[src/rtl/lsu_pkg.sv]
// Shared definitions for the data-memory load/store unit.
// Holds the access-size encodings, the FSM state constants and the helpers that
// compute byte masks, store-lane replication and load extraction/extension.
// The helpers assume a 32-bit word with four byte lanes.
package lsu_pkg;

  localparam logic [1:0] SZ_B = 2'b00;
  localparam logic [1:0] SZ_H = 2'b01;
  localparam logic [1:0] SZ_W = 2'b10;

  localparam logic ST_IDLE      = 1'b0;
  localparam logic ST_LOAD_WAIT = 1'b1;

  // Reserved size 2'b11 is reported as misaligned so it never reaches the SRAM.
  function automatic logic is_misaligned(logic [1:0] size, logic [1:0] off);
    case (size)
      SZ_B:    return 1'b0;
      SZ_H:    return off[0];
      SZ_W:    return |off;
      default: return 1'b1;
    endcase
  endfunction

  function automatic logic [3:0] byte_mask(logic [1:0] size, logic [1:0] off);
    case (size)
      SZ_B:    return 4'b0001 << off;
      SZ_H:    return 4'b0011 << off;
      default: return 4'b1111;
    endcase
  endfunction

  // Replicating the data across lanes lets the byte mask alone pick the target lane.
  function automatic logic [31:0] replicate_store(logic [31:0] data, logic [1:0] size);
    case (size)
      SZ_B:    return {4{data[7:0]}};
      SZ_H:    return {2{data[15:0]}};
      default: return data;
    endcase
  endfunction

  function automatic logic [31:0] extend_load(logic [31:0] word, logic [1:0] size,
                                              logic [1:0] off, logic is_unsigned);
    logic [31:0] shifted;
    shifted = word >> {off, 3'b000};
    case (size)
      SZ_B:    return is_unsigned ? {24'h0, shifted[7:0]}
                                  : {{24{shifted[7]}}, shifted[7:0]};
      SZ_H:    return is_unsigned ? {16'h0, shifted[15:0]}
                                  : {{16{shifted[15]}}, shifted[15:0]};
      default: return word;
    endcase
  endfunction

endpackage

[src/rtl/dmem_lsu_if.sv]
// Request/response bus between the MEM pipeline stage and the load/store unit.
//  master: pipeline side, drives req_* and flush, receives stall/load_valid/rdata/misalign.
//  slave : load/store unit side.
interface dmem_lsu_if #(
  parameter int unsigned XLEN = 32
);
  logic            req_valid;
  logic            req_we;
  logic [1:0]      req_size;
  logic            req_unsigned;
  logic [XLEN-1:0] req_addr;
  logic [XLEN-1:0] req_wdata;
  logic            flush;
  logic            stall;
  logic            load_valid;
  logic [XLEN-1:0] rdata;
  logic            misalign;

  modport master (
    output req_valid, req_we, req_size, req_unsigned, req_addr, req_wdata, flush,
    input  stall, load_valid, rdata, misalign
  );

  modport slave (
    input  req_valid, req_we, req_size, req_unsigned, req_addr, req_wdata, flush,
    output stall, load_valid, rdata, misalign
  );
endinterface

[src/rtl/lsu_align.sv]
// Combinational lane steering for the load/store unit.
//  st_size_i/st_off_i/st_wdata_i : store request -> st_mask_o (byte enables), st_di_o
//  ld_size_i/ld_off_i/ld_unsigned_i/ld_word_i : latched load info + SRAM word -> ld_data_o
module lsu_align
  import lsu_pkg::*;
(
  input  logic [1:0]  st_size_i,
  input  logic [1:0]  st_off_i,
  input  logic [31:0] st_wdata_i,
  output logic [3:0]  st_mask_o,
  output logic [31:0] st_di_o,
  input  logic [1:0]  ld_size_i,
  input  logic [1:0]  ld_off_i,
  input  logic        ld_unsigned_i,
  input  logic [31:0] ld_word_i,
  output logic [31:0] ld_data_o
);

  always_comb begin
    st_mask_o = byte_mask(st_size_i, st_off_i);
    st_di_o   = replicate_store(st_wdata_i, st_size_i);
    ld_data_o = extend_load(ld_word_i, ld_size_i, ld_off_i, ld_unsigned_i);
  end

endmodule

[src/rtl/dmem_lsu.sv]
// Load/store unit between the MEM stage and a word-addressed, byte-enabled SRAM
// with one-cycle registered read data.
//  clk, rst     : clock, asynchronous active-high reset
//  bus          : pipeline request/response (dmem_lsu_if.slave)
//  sram_addr    : word address from req_addr[WORD_ADDR_BITS+1:2]
//  sram_read    : read strobe (loads, in IDLE)
//  sram_write   : byte write enables (stores, in IDLE)
//  sram_di      : lane-replicated store data
//  sram_do      : SRAM read data, only looked at in LOAD_WAIT
// Stores complete in one cycle; loads stall one cycle, then pulse load_valid.
module dmem_lsu
  import lsu_pkg::*;
#(
  parameter int unsigned WORD_ADDR_BITS = 14,
  parameter int unsigned XLEN           = 32
) (
  input  logic                      clk,
  input  logic                      rst,
  dmem_lsu_if.slave                 bus,
  output logic [WORD_ADDR_BITS-1:0] sram_addr,
  output logic                      sram_read,
  output logic [3:0]                sram_write,
  output logic [XLEN-1:0]           sram_di,
  input  logic [XLEN-1:0]           sram_do
);

  logic            state_q, state_d;
  logic [1:0]      off_q, off_d;
  logic [1:0]      size_q, size_d;
  logic            uns_q, uns_d;
  logic [XLEN-1:0] rdata_q, rdata_d;

  logic [3:0]      st_mask;
  logic [XLEN-1:0] ld_data;
  logic            req_misaligned;

  // Upper address bits wrap within the SRAM.
  logic unused_addr;
  assign unused_addr = ^bus.req_addr[XLEN-1:WORD_ADDR_BITS+2];

  assign sram_addr      = bus.req_addr[WORD_ADDR_BITS+1:2];
  assign req_misaligned = is_misaligned(bus.req_size, bus.req_addr[1:0]);

  lsu_align u_align (
    .st_size_i     (bus.req_size),
    .st_off_i      (bus.req_addr[1:0]),
    .st_wdata_i    (bus.req_wdata),
    .st_mask_o     (st_mask),
    .st_di_o       (sram_di),
    .ld_size_i     (size_q),
    .ld_off_i      (off_q),
    .ld_unsigned_i (uns_q),
    .ld_word_i     (sram_do),
    .ld_data_o     (ld_data)
  );

  always_comb begin
    state_d        = state_q;
    off_d          = off_q;
    size_d         = size_q;
    uns_d          = uns_q;
    rdata_d        = rdata_q;
    bus.stall      = 1'b0;
    bus.load_valid = 1'b0;
    bus.misalign   = 1'b0;
    sram_read      = 1'b0;
    sram_write     = 4'b0000;
    case (state_q)
      ST_IDLE: begin
        // rst gating keeps all outputs at reset values while reset is held.
        if (bus.req_valid && !bus.flush && !rst) begin
          if (req_misaligned) begin
            bus.misalign = 1'b1;
          end else if (bus.req_we) begin
            sram_write = st_mask;
          end else begin
            sram_read = 1'b1;
            bus.stall = 1'b1;
            off_d     = bus.req_addr[1:0];
            size_d    = bus.req_size;
            uns_d     = bus.req_unsigned;
            state_d   = ST_LOAD_WAIT;
          end
        end
      end
      ST_LOAD_WAIT: begin
        state_d = ST_IDLE;
        if (!bus.flush) begin
          bus.load_valid = 1'b1;
          rdata_d        = ld_data;
        end
      end
      default: state_d = ST_IDLE;
    endcase
    bus.rdata = bus.load_valid ? ld_data : rdata_q;
  end

  always_ff @(posedge clk or posedge rst) begin
    if (rst) begin
      state_q <= ST_IDLE;
      off_q   <= 2'b00;
      size_q  <= SZ_B;
      uns_q   <= 1'b0;
      rdata_q <= '0;
    end else begin
      state_q <= state_d;
      off_q   <= off_d;
      size_q  <= size_d;
      uns_q   <= uns_d;
      rdata_q <= rdata_d;
    end
  end

endmodule

[src/flat_wrapper.sv]
// flat-port wrapper written by rule: the top's interface ports become plain ports
module dmem_lsu_flat import lsu_pkg::*;
#(
  parameter int unsigned WORD_ADDR_BITS = 14,
  parameter int unsigned XLEN           = 32
)
  (clk, rst, sram_addr, sram_read, sram_write, sram_di, sram_do, bus_req_valid, bus_req_we, bus_req_size, bus_req_unsigned, bus_req_addr, bus_req_wdata, bus_flush, bus_stall, bus_load_valid, bus_rdata, bus_misalign);
  dmem_lsu_if #(.XLEN(XLEN)) bus_i ();
  input  logic clk;
  input  logic rst;
  output logic [WORD_ADDR_BITS-1:0] sram_addr;
  output logic sram_read;
  output logic [3:0] sram_write;
  output logic [XLEN-1:0] sram_di;
  input  logic [XLEN-1:0] sram_do;
  input wire logic [$bits(bus_i.req_valid)-1:0] bus_req_valid;
  input wire logic [$bits(bus_i.req_we)-1:0] bus_req_we;
  input wire logic [$bits(bus_i.req_size)-1:0] bus_req_size;
  input wire logic [$bits(bus_i.req_unsigned)-1:0] bus_req_unsigned;
  input wire logic [$bits(bus_i.req_addr)-1:0] bus_req_addr;
  input wire logic [$bits(bus_i.req_wdata)-1:0] bus_req_wdata;
  input wire logic [$bits(bus_i.flush)-1:0] bus_flush;
  output wire logic [$bits(bus_i.stall)-1:0] bus_stall;
  output wire logic [$bits(bus_i.load_valid)-1:0] bus_load_valid;
  output wire logic [$bits(bus_i.rdata)-1:0] bus_rdata;
  output wire logic [$bits(bus_i.misalign)-1:0] bus_misalign;
  assign bus_i.req_valid = bus_req_valid;
  assign bus_i.req_we = bus_req_we;
  assign bus_i.req_size = bus_req_size;
  assign bus_i.req_unsigned = bus_req_unsigned;
  assign bus_i.req_addr = bus_req_addr;
  assign bus_i.req_wdata = bus_req_wdata;
  assign bus_i.flush = bus_flush;
  assign bus_stall = bus_i.stall;
  assign bus_load_valid = bus_i.load_valid;
  assign bus_rdata = bus_i.rdata;
  assign bus_misalign = bus_i.misalign;
  dmem_lsu #(.WORD_ADDR_BITS(WORD_ADDR_BITS), .XLEN(XLEN)) u_core (.clk(clk), .rst(rst), .bus(bus_i), .sram_addr(sram_addr), .sram_read(sram_read), .sram_write(sram_write), .sram_di(sram_di), .sram_do(sram_do));
endmodule
[config.mk]
export PLATFORM = sky130hd
export DESIGN_NAME = dmem_lsu_flat
export DESIGN_NICKNAME = d
export VERILOG_FILES = /design/src/rtl/lsu_pkg.sv /design/src/rtl/dmem_lsu_if.sv /design/src/rtl/lsu_align.sv /design/src/rtl/dmem_lsu.sv /design/src/flat_wrapper.sv
export SDC_FILE = /design/constraint.sdc
export NUM_CORES = 1
export LEC_CHECK = 0
export CORE_MARGIN = 2
export CORE_UTILIZATION = 35
export CTS_CLUSTER_DIAMETER = 120
export DETAILED_ROUTE_END_ITERATION = 8
export GPL_TIMING_DRIVEN = 0
export PLACE_DENSITY = 0.87
export SLEW_MARGIN = 20
export SYNTH_ARGS = -nofsm -noshare
export SYNTH_HDL_FRONTEND = slang
export SYNTH_HIERARCHICAL = 1
export SYNTH_SLANG_ARGS = --single-unit
export TNS_END_PERCENT = 10
[constraint.sdc]
create_clock -name clk -period 2.3 [get_ports clk]
set_input_delay 0.46 -clock clk [delete_from_list [all_inputs] [get_ports clk]]
set_output_delay 0.46 -clock clk [all_outputs]
set_load 0.02 [all_outputs]
==> After elaboration in Yosys (flattened, before gate mapping) <==
Cells that the tools add are included.
{ "totals": {"ff_bits": 38, "input_bits": 104, "out_inout_bits": 86, "word_cells": 45} }
{ "op_classes": {"eq_ne": 3, "shifts": 3, "mux": 21, "n_bitwise": 4, "reduce_logical": 9} }
{ "op_table": {"columns": ["op", "count"], "rows": [
  ["32-bit case mux with 2 select lines", 2],
  ["32-bit two-way mux", 3],
  ["32-bit by 5-bit >> shifter with 16-bit output", 1],
  ["4-bit two-way mux", 4],
  ["1-bit two-way mux", 9],
  ["4-bit case mux with 2 select lines", 1],
  ["2-bit by 1-bit equality test with 1-bit output, second input constant", 2],
  ["2-bit logical NOT", 2],
  ["1-bit inverter", 4],
  ["4-bit AND reduction", 1],
  ["1-bit by 2-bit left shift with 4-bit output, first input constant", 1],
  ["2-bit by 2-bit left shift with 4-bit output, first input constant", 1],
  ["1-bit case mux with 3 select lines", 1],
  ["2-bit equality test, second input constant", 1],
  ["1-bit logical AND", 2],
  ["1-bit logical NOT", 2],
  ["1-bit case mux with 2 select lines", 1],
  ["2-bit AND reduction", 1],
  ["2-bit OR reduction", 1]
]} }

==> Logic depth before layout (Yosys ltp) <==
Gate-level depths: netlist (run 1).
{ "logic_depth": {"depth_word": 6, "depth_mapped": 6, "ltp_nobuf": 5} }

==> Modules after synthesis <==
The synthesis (run 1) kept the hierarchy.
{ "modules_own_cells": {"columns": ["mod", "instances", "cells_each", "area_per_inst_um2", "seq_area_each_um2"], "rows": [
  ["dmem_lsu", 1, 112, 1632.8, 950.9],
  ["lsu_align", 1, 171, 1178.6, 0.0]
]} }

==> Least setup slack after synthesis (run 1) <==
Ideal clock, no wire load.
{ "synth_timing": {"kind": "reg-to-output", "startpoint": "register u_core.off_q[0]", "endpoint": "output bus_rdata[23]", "arrival_time_ns": 1.756, "required_ns": 1.840, "setup_slack_ns": 0.084, "path_stages_with_launch": 6, "path_buffers": 1, "path_cell_list": "dfrtp_1 > mux4_2 > o211ai_4 > buf_6 > o21ai_0 > mux2_2"} }
{ "synth_between": {"elab_chain_cells": 4, "word_cells_on_any_way": 5, "cone_classes": "shift: 1; mux: 4"} }
{ "synth_lines": {"columns": ["item", "line", "rtl"], "rows": [
  ["start, declared", "dmem_lsu.sv:28", "logic [1:0] off_q, off_d;"],
  ["start signal, assigned", "dmem_lsu.sv:101", "off_q <= 2'b00;"],
  ["start signal, assigned", "dmem_lsu.sv:107", "off_q <= off_d;"],
  ["32-bit by 5-bit >> shifter with 16-bit output *", "lsu_pkg.sv:44", "shifted = word >> {off, 3'b000};"],
  ["32-bit two-way mux, on equally long branches", "lsu_pkg.sv:48, lsu_pkg.sv:46", null],
  ["32-bit case mux with 2 select lines *", "lsu_pkg.sv:45", "case (size)"],
  ["via u_core.ld_data[23]", "dmem_lsu.sv:34", "logic [XLEN-1:0] ld_data;"],
  ["32-bit two-way mux *", "dmem_lsu.sv:95", "bus.rdata = bus.load_valid ? ld_data : rdata_q;"],
  ["end, declared", "flat_wrapper.sv:25", "output wire logic [$bits(bus_i.rdata)-1:0] bus_rdata;"]
]} }
Mark *: on every way through the listed nets, which the timed path passes. The rest lies on a longest branch.

==> Worst setup path in the final report (run 1) <==
{ "layout_timing": {"startpoint": "register u_core.off_q[0]", "endpoint": "output bus_rdata[8]"} }
The elaborated chain is that of the path after synthesis.

==> summary.txt, run 1 <==
Die
  – Die Ht: 93.6 µm
  – CORE AREA: 7770 µm²
  – I/O Pins: 190
  – Core Rows: 32
  – Initial cell density of the core: 0.362
  – Die width: 93.6 µm
  – Die area: 8770 µm²

Critical path
  – Worst Path Buf+Inv: 2
  – CP max FO: 5
  – WP data arrival: 2.30 ns
  – Worst setup path end: bus_rdata[8]
  – R2r startpoint: u_core/off_q[0]
  – CP Data Required Time: 1.84 ns
  – CP Launch Type: flip-flop
  – Top Family by Delay on Critical Path: multiplexers
  – Slowest cell on crit path: mux4_2
  – Crit end category: output pin
  – FF-to-FF setup slack: 0.22 ns
  – Max stage delay on crit path: 0.60 ns
  – CP startpoint: u_core/off_q[0]
  – R2R Path End: u_core/rdata_q[26]
  – WS Path Type: flip-flop to output pin
  – CP cell instances: mux4_2, a21oi_4, buf_4, o31ai_1, mux2_2, buf_2
  – Worst path depth: 6
  – Reg2reg path depth: 6

Timing
  – Final hold vios: 0
  – Period minus WS final: 2.76 ns
  – RSZ-0062 raised after global routing: yes
  – Max Slew Vio Count: 0
  – Worst slew pin tran: 0.473 ns
  – Max-Slew Margin vs Limit: 0.684
  – Post-route setup TNS: -10.56 ns
  – Fmax: 363 MHz
  – Clock skew: 0.00805 ns
  – Final period utilization: 1.20
  – Min setup slack post-route: -0.456 ns
  – Final setup violating endpoints: 32

Power
  – Leakage: 2.32 nW
  – Power Density: 767 nW/µm²
  – Maximum vdd drop: 0.318 mV

Synth
  – Asr flop ratio synth: 1.00
  – Syn Std Cell Area: 2810 µm²
  – Synth warn: 6
  – Mapped Avg Cell Area: 9.93 µm²
  – Syn Nets: 387
  – Yosys top cell area share: 0.338
  – Synth area leaders: dfrtp_1 (34%), mux2_2 (21%), buf_4 (7.2%)
  – Synth top cells by count: mux2_2 (53), nand2_1 (40), dfrtp_1 (38)
  – Seq cells post-synth: 38
  – Main flop type after synthesis: dfrtp_1
  – Count leader, synth: mux2_2
  – Post-synth EDFFs: 0
  – Yosys top cell by area: dfrtp_1
  – Seq/Total Area, Yosys: 0.338
  – Synth unique cells: 36
  – Synthesized instance count: 283

GRT
  – First-pass GRT wire length: 14900 µm
  – Largest net degree at the start of global routing: 21
  – GR Overflow Total: 0
  – Initial antenna violation count: 0
  – Number of global-route vias before repair: 2893
  – GRT Overall Usage: 0.217

Layout
  – Area Growth Syn to Fin: 74.9%
  – # diodes: 0
  – Nets: 572
  – Final Instance Area: 4920 µm²
  – Post-route insts no fill: 571
  – Layout cell share with drive strength beyond 1: 0.403

CTS
  – Cts hold-fix bufs: 0
  – Root buffer cell: clkbuf_8
  – Clk pin slew, worst setup/hold paths: 0.08 ns
  – Clk buf depth: 2
  – Worst-Skew Late Latency: 0.29 ns
  – Cts bufs inserted: 5
  – CTS sink cnt: 38
  – H-tree depth: 2
  – CTS tree: yes

Route
  – DR vias: 2912
  – DRT Pass-1 Iters: 4
  – Remaining DRCs: 0
  – Routed WL: 9700 µm
  – Drt initial violations: 81
  – Post-route ant nets: 0
  – WL/cell: 17.0 µm
  – Vias per inst: 5.10

Placed design
  – Placed Cells: 545
  – I/O Buffers: 159
  – DP HPWL: 7470 µm
  – Placed cell area: 4560 µm²
  – RePlAce Congestion: 0.844

Hold path
  – Hold/Removal Path Class: flip-flop to flip-flop

Run status
  – Failing checks: negative setup slack
  – Status: finished, violations left

Flow run
  – # Max-Cap Violations: 0
per-layer routing:
| layer | vias up | global-route usage | part of all wire |
|---|---|---|---|
| met5 | - | 0 | 0 |
| met4 | 0 | 0.0604 | 0.012 |
| met3 | 11 | 0.0572 | 0.095 |
| met2 | 158 | 0.400 | 0.51 |
| met1 | 1373 | 0.245 | 0.38 |
| li1 | 1370 | - | - |
through the flow:
stage | util | power (mW) | worst slack (ns) | hold slack [ns]
finish | 0.633 | 3.77 | -0.456 | 0.495
global route | 0.633 | 3.97 | -0.512 | 0.515
CTS | 0.629 | 3.75 | -0.462 | 0.501
detailed placement | 0.587 | 2.85 | -1.07 | 0.484
global placement | 0.583 | 2.81 | -1.09 | 0.479
floorplan | - | 2.01 | 0.0843 | 0.464
report_power, final:
group	internal [mW]	switching (mW)
combinational	1.04	1.09
clock	0.463	0.241
sequential	0.860	0.0837
state kept, by name (all words and copies together), names as in the netlist:
signal,flops
u_core/uns_q,1
u_core/off_q,2
u_core/state_q,1
u_core/size_q,2
u_core/rdata_q,32
worst min path at each step:
stage          slack, ns         startpoint  cells past startpoint           endpoint
6_report            0.50  u_core/rdata_q[7]                      1  u_core/rdata_q[7]
5_1_grt             0.51  u_core/rdata_q[4]                      1  u_core/rdata_q[4]
4_1_cts             0.50  u_core/rdata_q[7]                      1  u_core/rdata_q[7]
3_5_place_dp        0.48  u_core/rdata_q[7]                      1  u_core/rdata_q[7]
3_3_place_gp        0.48       u_core/uns_q                      1       u_core/uns_q
2_1_floorplan       0.46       u_core/uns_q                      1       u_core/uns_q
timing repair:
item | in CTS | in global routing
gates resized for setup | 289 | 7
pin swaps | 10 | 4
endpoints found under the setup margin | 64 | 41
cloned | 1 | 0
hold endpoints to repair | 0 | 0
setup buffers | 14 | 3
layout make-up:
cell class	count	area, µm²
buffer	40	320
clock buffer	6	82.6
clock inverter	2	60.1
fill	617	2850
inverter	12	45.0
multi-input combinational	193	1690
sequential	38	952
tap	102	128
timing repair buffer	178	1640
kinds of logic (layout without fill, tap and decap cells):
kind of cell | Yosys count | count (layout) | synth area share
multiplexers | 71 | 71 | 0.285
AO/OA/AOI/OAI | 65 | 65 | 0.169
buffers and inverters | 52 | 238 | 0.112
flip-flops | 38 | 38 | 0.338
AND/OR/NAND/NOR | 57 | 57 | 0.0961
cell usage in the layout (no fill, tap or decap), types with 2 or more instances in the layout:
cell type and count:
buf_2 21, a22oi_1 2, nor2b_2 2, o21ai_0 18, clkdlybuf4s15_2 2, a22o_1 3
nand2_1 40, o2bb2ai_1 3, nand3b_1 3, clkdlybuf4s50_1 91, buf_6 20, o31ai_1 3
dfrtp_1 37, o21ai_1 9, a221oi_1 3, bufinv_16 2, mux2_1 5, inv_1 10
clkbuf_8 8, mux2_2 39, dlygate4sd2_1 24, buf_4 47, a22oi_2 3, o211a_1 3
buf_8 2, clkbuf_2 6, o21ai_2 3, inv_2 2, o21bai_1 2, o31ai_2 3
nor2_1 5, mux2_4 15, o211ai_4 2, mux2i_1 11
Power figures use the tool's default switching activity.
==> run 2, diff against run 1 <==
CORE_UTILIZATION = 30   (was 35)
PLACE_DENSITY = 0.79   (was 0.87)
SYNTH_HIERARCHICAL = not set   (was 1)
==> run 2 against run 1 <==
The flow still finishes with violations (negative setup slack). Worst setup slack gained 0.24 ns. Routed wire length grew 8.1%. Count of clock-buffer cells in the layout increased by 1. Critical path depth stayed put. Core utilization is 8.1 points lower. Register-to-register slack improved by 0.22 ns. Via count increased by 6.2%. Global-route usage is 1.2 points lower. Largest cell class unchanged. Largest power group unchanged.
==> summary.txt, run 2 <==
Run status
  – Status: finished, violations left
  – Failing checks: negative setup slack

Power
  – Total power: 3.32 mW
  – Leakage: 2.26 nW
  – Maximum vdd drop: 0.238 mV
  – Power Density: 690 nW/µm²

Layout
  – Largest regs: u_core.rdata_q (32), u_core.off_q (2), u_core.size_q (2)
  – Post-route insts no fill: 596
  – # diodes: 0
  – Area Growth Syn to Fin: 78.9%
  – Fillers: 760
  – Layout cell share with drive strength beyond 1: 0.350
  – Largest Register: u_core.rdata_q
  – Most frequent cells in the layout: clkdlybuf4s50_1 (90), buf_4 (47), dfrtp_1 (37), nand2_1 (34), mux2i_1 (23)
  – Commonest non-fill, non-tap cell in the layout: clkdlybuf4s50_1
  – Max reg flops: 32
  – Nets: 592

Route
  – Routed WL: 10500 µm
  – Uppermost routed layer: met4
  – Met3 wire length: 994 µm
  – WL/cell: 17.6 µm
  – Vias per inst: 5.19
  – Met2 WL post-DR: 5590 µm
  – M1 WL: 3620 µm
  – DRT Pass-1 Iters: 5
  – Remaining DRCs: 0
  – Post-route ant nets: 0
  – Drt initial violations: 139
  – DR vias: 3092

Critical path
  – CP Launch Type: flip-flop
  – R2r startpoint: u_core.off_q[0]
  – Reg2reg path depth: 6
  – WP data arrival: 2.05 ns
  – R2R Path End: u_core.rdata_q[20]
  – WS Path Type: flip-flop to output pin
  – Crit end category: output pin
  – FF-to-FF setup slack: 0.44 ns
  – CP max FO: 5
  – CP Data Required Time: 1.84 ns

GRT
  – First-pass GRT wire length: 15700 µm
  – Number of global-route vias before repair: 3127
  – GR Overflow Total: 0
  – GRT Overall Usage: 0.204
  – Largest net degree at the start of global routing: 39
  – Initial antenna violation count: 0

Placed design
  – DP HPWL: 7950 µm
  – I/O Buffers: 158
  – RePlAce Congestion: 0.866
  – Placed Cells: 564

Die
  – Die area: 9750 µm²
  – Initial cell density of the core: 0.309
  – Die width: 98.7 µm
  – CORE AREA: 8720 µm²
  – I/O Pins: 190
  – Core Rows: 34
  – Die Ht: 98.7 µm

Timing
  – RSZ-0062 raised after global routing: yes
  – Min setup slack post-route: -0.212 ns
  – Fmax: 398 MHz
  – Period minus WS final: 2.51 ns
  – Final setup violating endpoints: 29
  – Final period utilization: 1.09
  – Post-route setup TNS: -3.60 ns
  – Max-Slew Margin vs Limit: 0.461
  – Worst slew pin tran: 0.807 ns
  – Clock skew: 0.00751 ns
  – Max Slew Vio Count: 0
  – Final hold vios: 0

Synth
  – Yosys top cell area share: 0.353
  – Yosys top cell by area: dfrtp_1
  – Synth warn: 0
  – Main flop type after synthesis: dfrtp_1
  – Syn Nets: 402
  – Synth area leaders: dfrtp_1 (35%), mux2i_1 (8.9%), mux2_2 (8.8%)
  – Syn Std Cell Area: 2690 µm²
  – Seq/Total Area, Yosys: 0.353
  – Synthesized instance count: 298
  – Count leader, synth: dfrtp_1
  – Seq cells post-synth: 38
  – Synth top cells by count: dfrtp_1 (38), nand2_1 (34), buf_4 (25)
  – Asr flop ratio synth: 1.00
  – Post-synth EDFFs: 0
  – Synth unique cells: 35
  – Mapped Avg Cell Area: 9.04 µm²

Hold path
  – Hold Path End: u_core.rdata_q[27]
  – Cells on Worst Hold Path: 2
  – Hold_sp: u_core.rdata_q[27]
  – Hold/Removal Path Class: flip-flop to flip-flop

CTS
  – CTS sink cnt: 38
  – H-tree depth: 2
  – Worst-Skew Late Latency: 0.29 ns
  – CTS tree: yes
  – Clk pin slew, worst setup/hold paths: 0.07 ns
  – Cts hold-fix bufs: 0
  – Clk buf depth: 2
  – Cts bufs inserted: 5
  – Root buffer cell: clkbuf_8

Flow run
  – # Max-Cap Violations: 0
==> run 2: cell count changes after synthesis, moves of 7 or more <==
cell,previous run,this run
a21oi_1,2,10
clkbuf_1,9,16
inv_1,12,3
mux2_2,53,21
mux2i_1,11,24
nand2b_1,1,9
nand3_1,0,23
nand3_2,0,10
nor2_1,6,15
o211ai_1,1,8
o21ai_0,28,12
o22ai_1,0,8
o31ai_1,7,0
==> run 2: worst max-delay path: stages, from the launching register on <==
cell and delay (ns):
dfrtp_2 0.42, mux4_2 0.59, o211ai_4 0.27, buf_6 0.15, buf_6 0.12, nand3_4 0.07, buf_6 0.13
==> run 2: what timing repair did <==
item | CTS | global route
setup buffers | 14 | 10
pin swaps | 4 | 5
setup endpoints to repair | 64 | 48
gates cloned | 1 | 2
gates resized for setup | 252 | 34
==> run 2: power breakdown <==
group          switching [mW]  internal (mW)  leakage [nW]
combinational            1.03          0.916          1.74
sequential             0.0789          0.861         0.480
clock                   0.228          0.209        0.0383
total                    1.34           1.99          2.26
==> run 2: how the worst max path moves through the flow <==
| stage | start | to | slack, ns | cells after the start |
|---|---|---|---|---|
| 6_report | u_core.off_q[0] | bus_rdata[20] | -0.21 | 6 |
| 3_5_place_dp | bus_req_valid | sram_read | -1.08 | 6 |
| 2_1_floorplan | bus_flush | bus_rdata[10] | 0.12 | 6 |
| 4_1_cts | u_core.off_q[0] | bus_rdata[16] | -0.23 | 6 |
| 3_3_place_gp | bus_req_valid | sram_read | -1.08 | 6 |
| 5_1_grt | u_core.off_q[0] | bus_rdata[20] | -0.28 | 6 |
==> run 2: cell families (layout without fill, tap and decap cells) <==
family / Yosys count / after routing / share of synthesized area
AO/OA/AOI/OAI: 63 / 63 / 0.157
buffers and inverters: 50 / 240 / 0.109
flip-flops: 38 / 38 / 0.353
multiplexers: 47 / 47 / 0.190
AND/OR/NAND/NOR: 100 / 100 / 0.191
==> run 2: layer usage <==
layer | global-route usage | up-vias
met5 | 0 | -
met4 | 0.0674 | 0
met3 | 0.0454 | 21
met2 | 0.389 | 197
met1 | 0.222 | 1445
li1 | - | 1429
==> run 2: layout make-up <==
| type | count | area, µm² | share of cell area |
|---|---|---|---|
| Timing Repair Buffer | 184 | 1690 | 0.352 |
| Multi-Input combinational cell | 210 | 1600 | 0.333 |
| Sequential cell | 38 | 952 | 0.198 |
| Buffer | 45 | 340 | 0.0707 |
| Tap cell | 108 | 135 | 0.0281 |
| Clock buffer | 7 | 76.3 | 0.0158 |
| Inverter | 4 | 17.5 | 0.00364 |
==> run 2: metrics by stage <==
step	cell area [µm²]	hold slack [ns]	setup WS, ns	utilization
after global placement	4410	0.461	-1.08	0.506
after floorplan	2690	0.489	0.118	-
final	4820	0.487	-0.212	0.552
after detailed placement	4410	0.472	-1.08	0.506
after CTS	4680	0.489	-0.234	0.537
after global routing	4820	0.517	-0.278	0.552
==> run 3, diff against run 2 <==
SETUP_SLACK_MARGIN = 0.15   (was not set)
==> run 3 against run 2 <==
The flow still finishes with violations (negative setup slack). Routed wire length shrank 3.1%. Final area grew 1.6%. Worst setup slack gained 0.051 ns. Combinational power is essentially flat. Non-clock buffer count grew 5. Register-to-register slack gained 0.16 ns. Critical path depth is the same. Flip-flop and latch count is the same. Cell count grew 0.84%. First-iteration DRC count shrank 4.3%. Clock power shrank 4%. Sequential power is essentially flat. Critical path type unchanged. Critical endpoint is now bus_rdata[25].
==> summary.txt, run 3 (same netlist as run 2, synthesis figures left out) <==
Layout
  – Area Growth Syn to Fin: 81.7%
  – Layout cell share with drive strength beyond 1: 0.400
  – Commonest non-fill, non-tap cell in the layout: clkdlybuf4s50_1
  – Most frequent cells in the layout: clkdlybuf4s50_1 (74), buf_4 (62), dfrtp_1 (37), nand2_1 (34), buf_6 (30)
  – Largest regs: u_core.rdata_q (32), u_core.off_q (2), u_core.size_q (2)
  – # diodes: 0
  – Multi-input logic area: 1600 µm²
  – Register area: 952 µm²
  – Fillers: 770
  – Final Instance Area: 4890 µm²
  – Max reg flops: 32
  – Nets: 597
  – Largest Register: u_core.rdata_q

CTS
  – Cts bufs inserted: 5
  – Clk buf depth: 2
  – CTS sink cnt: 38
  – Root buffer cell: clkbuf_8
  – Worst-Skew Late Latency: 0.29 ns
  – CTS tree: yes
  – Cts hold-fix bufs: 0
  – Clk pin slew, worst setup/hold paths: 0.07 ns
  – H-tree depth: 2

Hold path
  – Cells on Worst Hold Path: 2
  – Hold/Removal Path Class: flip-flop to flip-flop
  – Hold_sp: u_core.rdata_q[19]

Die
  – Die area: 9750 µm²
  – Die width: 98.7 µm
  – Initial cell density of the core: 0.309
  – CORE AREA: 8720 µm²
  – Die Ht: 98.7 µm
  – Core Rows: 34
  – I/O Pins: 190

Route
  – Routed WL: 10200 µm
  – Remaining DRCs: 0
  – Vias per inst: 5.05
  – DRT Pass-1 Iters: 4
  – Post-route ant nets: 0
  – Drt initial violations: 133
  – DR vias: 3038
  – WL/cell: 16.9 µm

Critical path
  – CP Data Required Time: 1.84 ns
  – CP startpoint: u_core.off_q[0]
  – CP Launch Type: flip-flop
  – R2r startpoint: u_core.off_q[0]
  – CP max FO: 5
  – Reg2reg path depth: 5
  – Crit end category: output pin
  – WS Path Type: flip-flop to output pin
  – WP data arrival: 2.00 ns

Run status
  – Status: finished, violations left
  – Failing checks: negative setup slack

Timing
  – Max Slew Vio Count: 0
  – Fmax: 406 MHz
  – Worst slew pin tran: 0.801 ns
  – Min setup slack post-route: -0.161 ns
  – Max-Slew Margin vs Limit: 0.465
  – Final hold vios: 0
  – RSZ-0062 raised after global routing: yes
  – Post-route setup TNS: -2.95 ns
  – Period minus WS final: 2.46 ns
  – Final period utilization: 1.07
  – Final setup violating endpoints: 24
  – Clock skew: 0.00317 ns

Placed design
  – DP HPWL: 7810 µm
  – Placed cell area: 4410 µm²
  – RePlAce Congestion: 0.861
  – I/O Buffers: 158

Power
  – Total power: 3.32 mW
  – Power Density: 679 nW/µm²
  – Maximum vdd drop: 0.304 mV
  – Leakage: 2.35 nW

GRT
  – Initial antenna violation count: 0
  – GR Overflow Total: 0
  – First-pass GRT wire length: 15700 µm
  – Number of global-route vias before repair: 3121
  – Largest net degree at the start of global routing: 39
  – GRT Overall Usage: 0.202

Flow run
  – # Max-Cap Violations: 0
-- run 3: cell count changes in the layout (fill, tap and decap cells not counted), sizes merged --
| cell | delta |
|---|---|
| buf | +28 |
| clkbuf | -4 |
| dlymetal6s2s | +1 |
| clkdlybuf4s50 | -16 |
| dlygate4sd2 | -1 |
| clkdlybuf4s15 | -3 |
-- run 3: repair_timing --
| action | in CTS | in global routing |
|---|---|---|
| cloned | 1 | 1 |
| resized for setup | 316 | 61 |
| pin swaps | 6 | 15 |
| setup buffers | 20 | 8 |
| endpoints found under the setup margin | 73 | 44 |
-- run 3: path summary, 6_finish.rpt --
check | slack [ns] | to
min in group asynchronous | 0.51 | u_core.state_q
setup reg to reg | 0.60 | u_core.rdata_q[25]
hold reg to reg | 0.50 | u_core.rdata_q[19]
hold / removal | 0.50 | u_core.rdata_q[19]
setup / recovery | -0.16 | bus_rdata[25]
max in group asynchronous | 1.24 | u_core.off_q[0]
-- run 3: power by group --
part	internal, mW	switching [mW]
combinational	0.938	1.03
sequential	0.861	0.0769
clock	0.208	0.211
total	2.01	1.31
-- run 3: through the flow --
step                       util  setup slack, ns  hold WS, ns  instances
final                     0.561           -0.161        0.496        601
after global routing      0.561           -0.206        0.516        601
after CTS                 0.549           -0.150        0.494        592
after detailed placement  0.506            -1.07        0.466        564
after global placement    0.506           -0.967        0.462        564
after floorplan               -            0.218        0.489        298
-- run 3: per-layer routing --
| layer | up-vias | track usage | part of all wire | wire [µm] |
|---|---|---|---|---|
| met5 | - | 0 | 0 | 0 |
| met4 | 0 | 0.0643 | 0.027 | 275 |
| met3 | 17 | 0.0504 | 0.075 | 763 |
| met2 | 143 | 0.381 | 0.53 | 5380 |
| met1 | 1443 | 0.221 | 0.37 | 3740 |
| li1 | 1435 | - | - | - |
-- run 3: critical path: stages, from the launching register on --
cell	delay (ns)
dfrtp_2	0.41
mux4_2	0.55
o211ai_4	0.25
buf_6	0.15
buf_16	0.12
nand3_2	0.08
buf_6	0.14
-- run 3: cell type report --
class                      instances  share of cell area
sequential                        38               0.195
inverter                           4             0.00358
multi-input combinational        210               0.327
buffer                            46              0.0772
timing repair buffer             188               0.355
tap                              108              0.0276
clock buffer                       7              0.0156
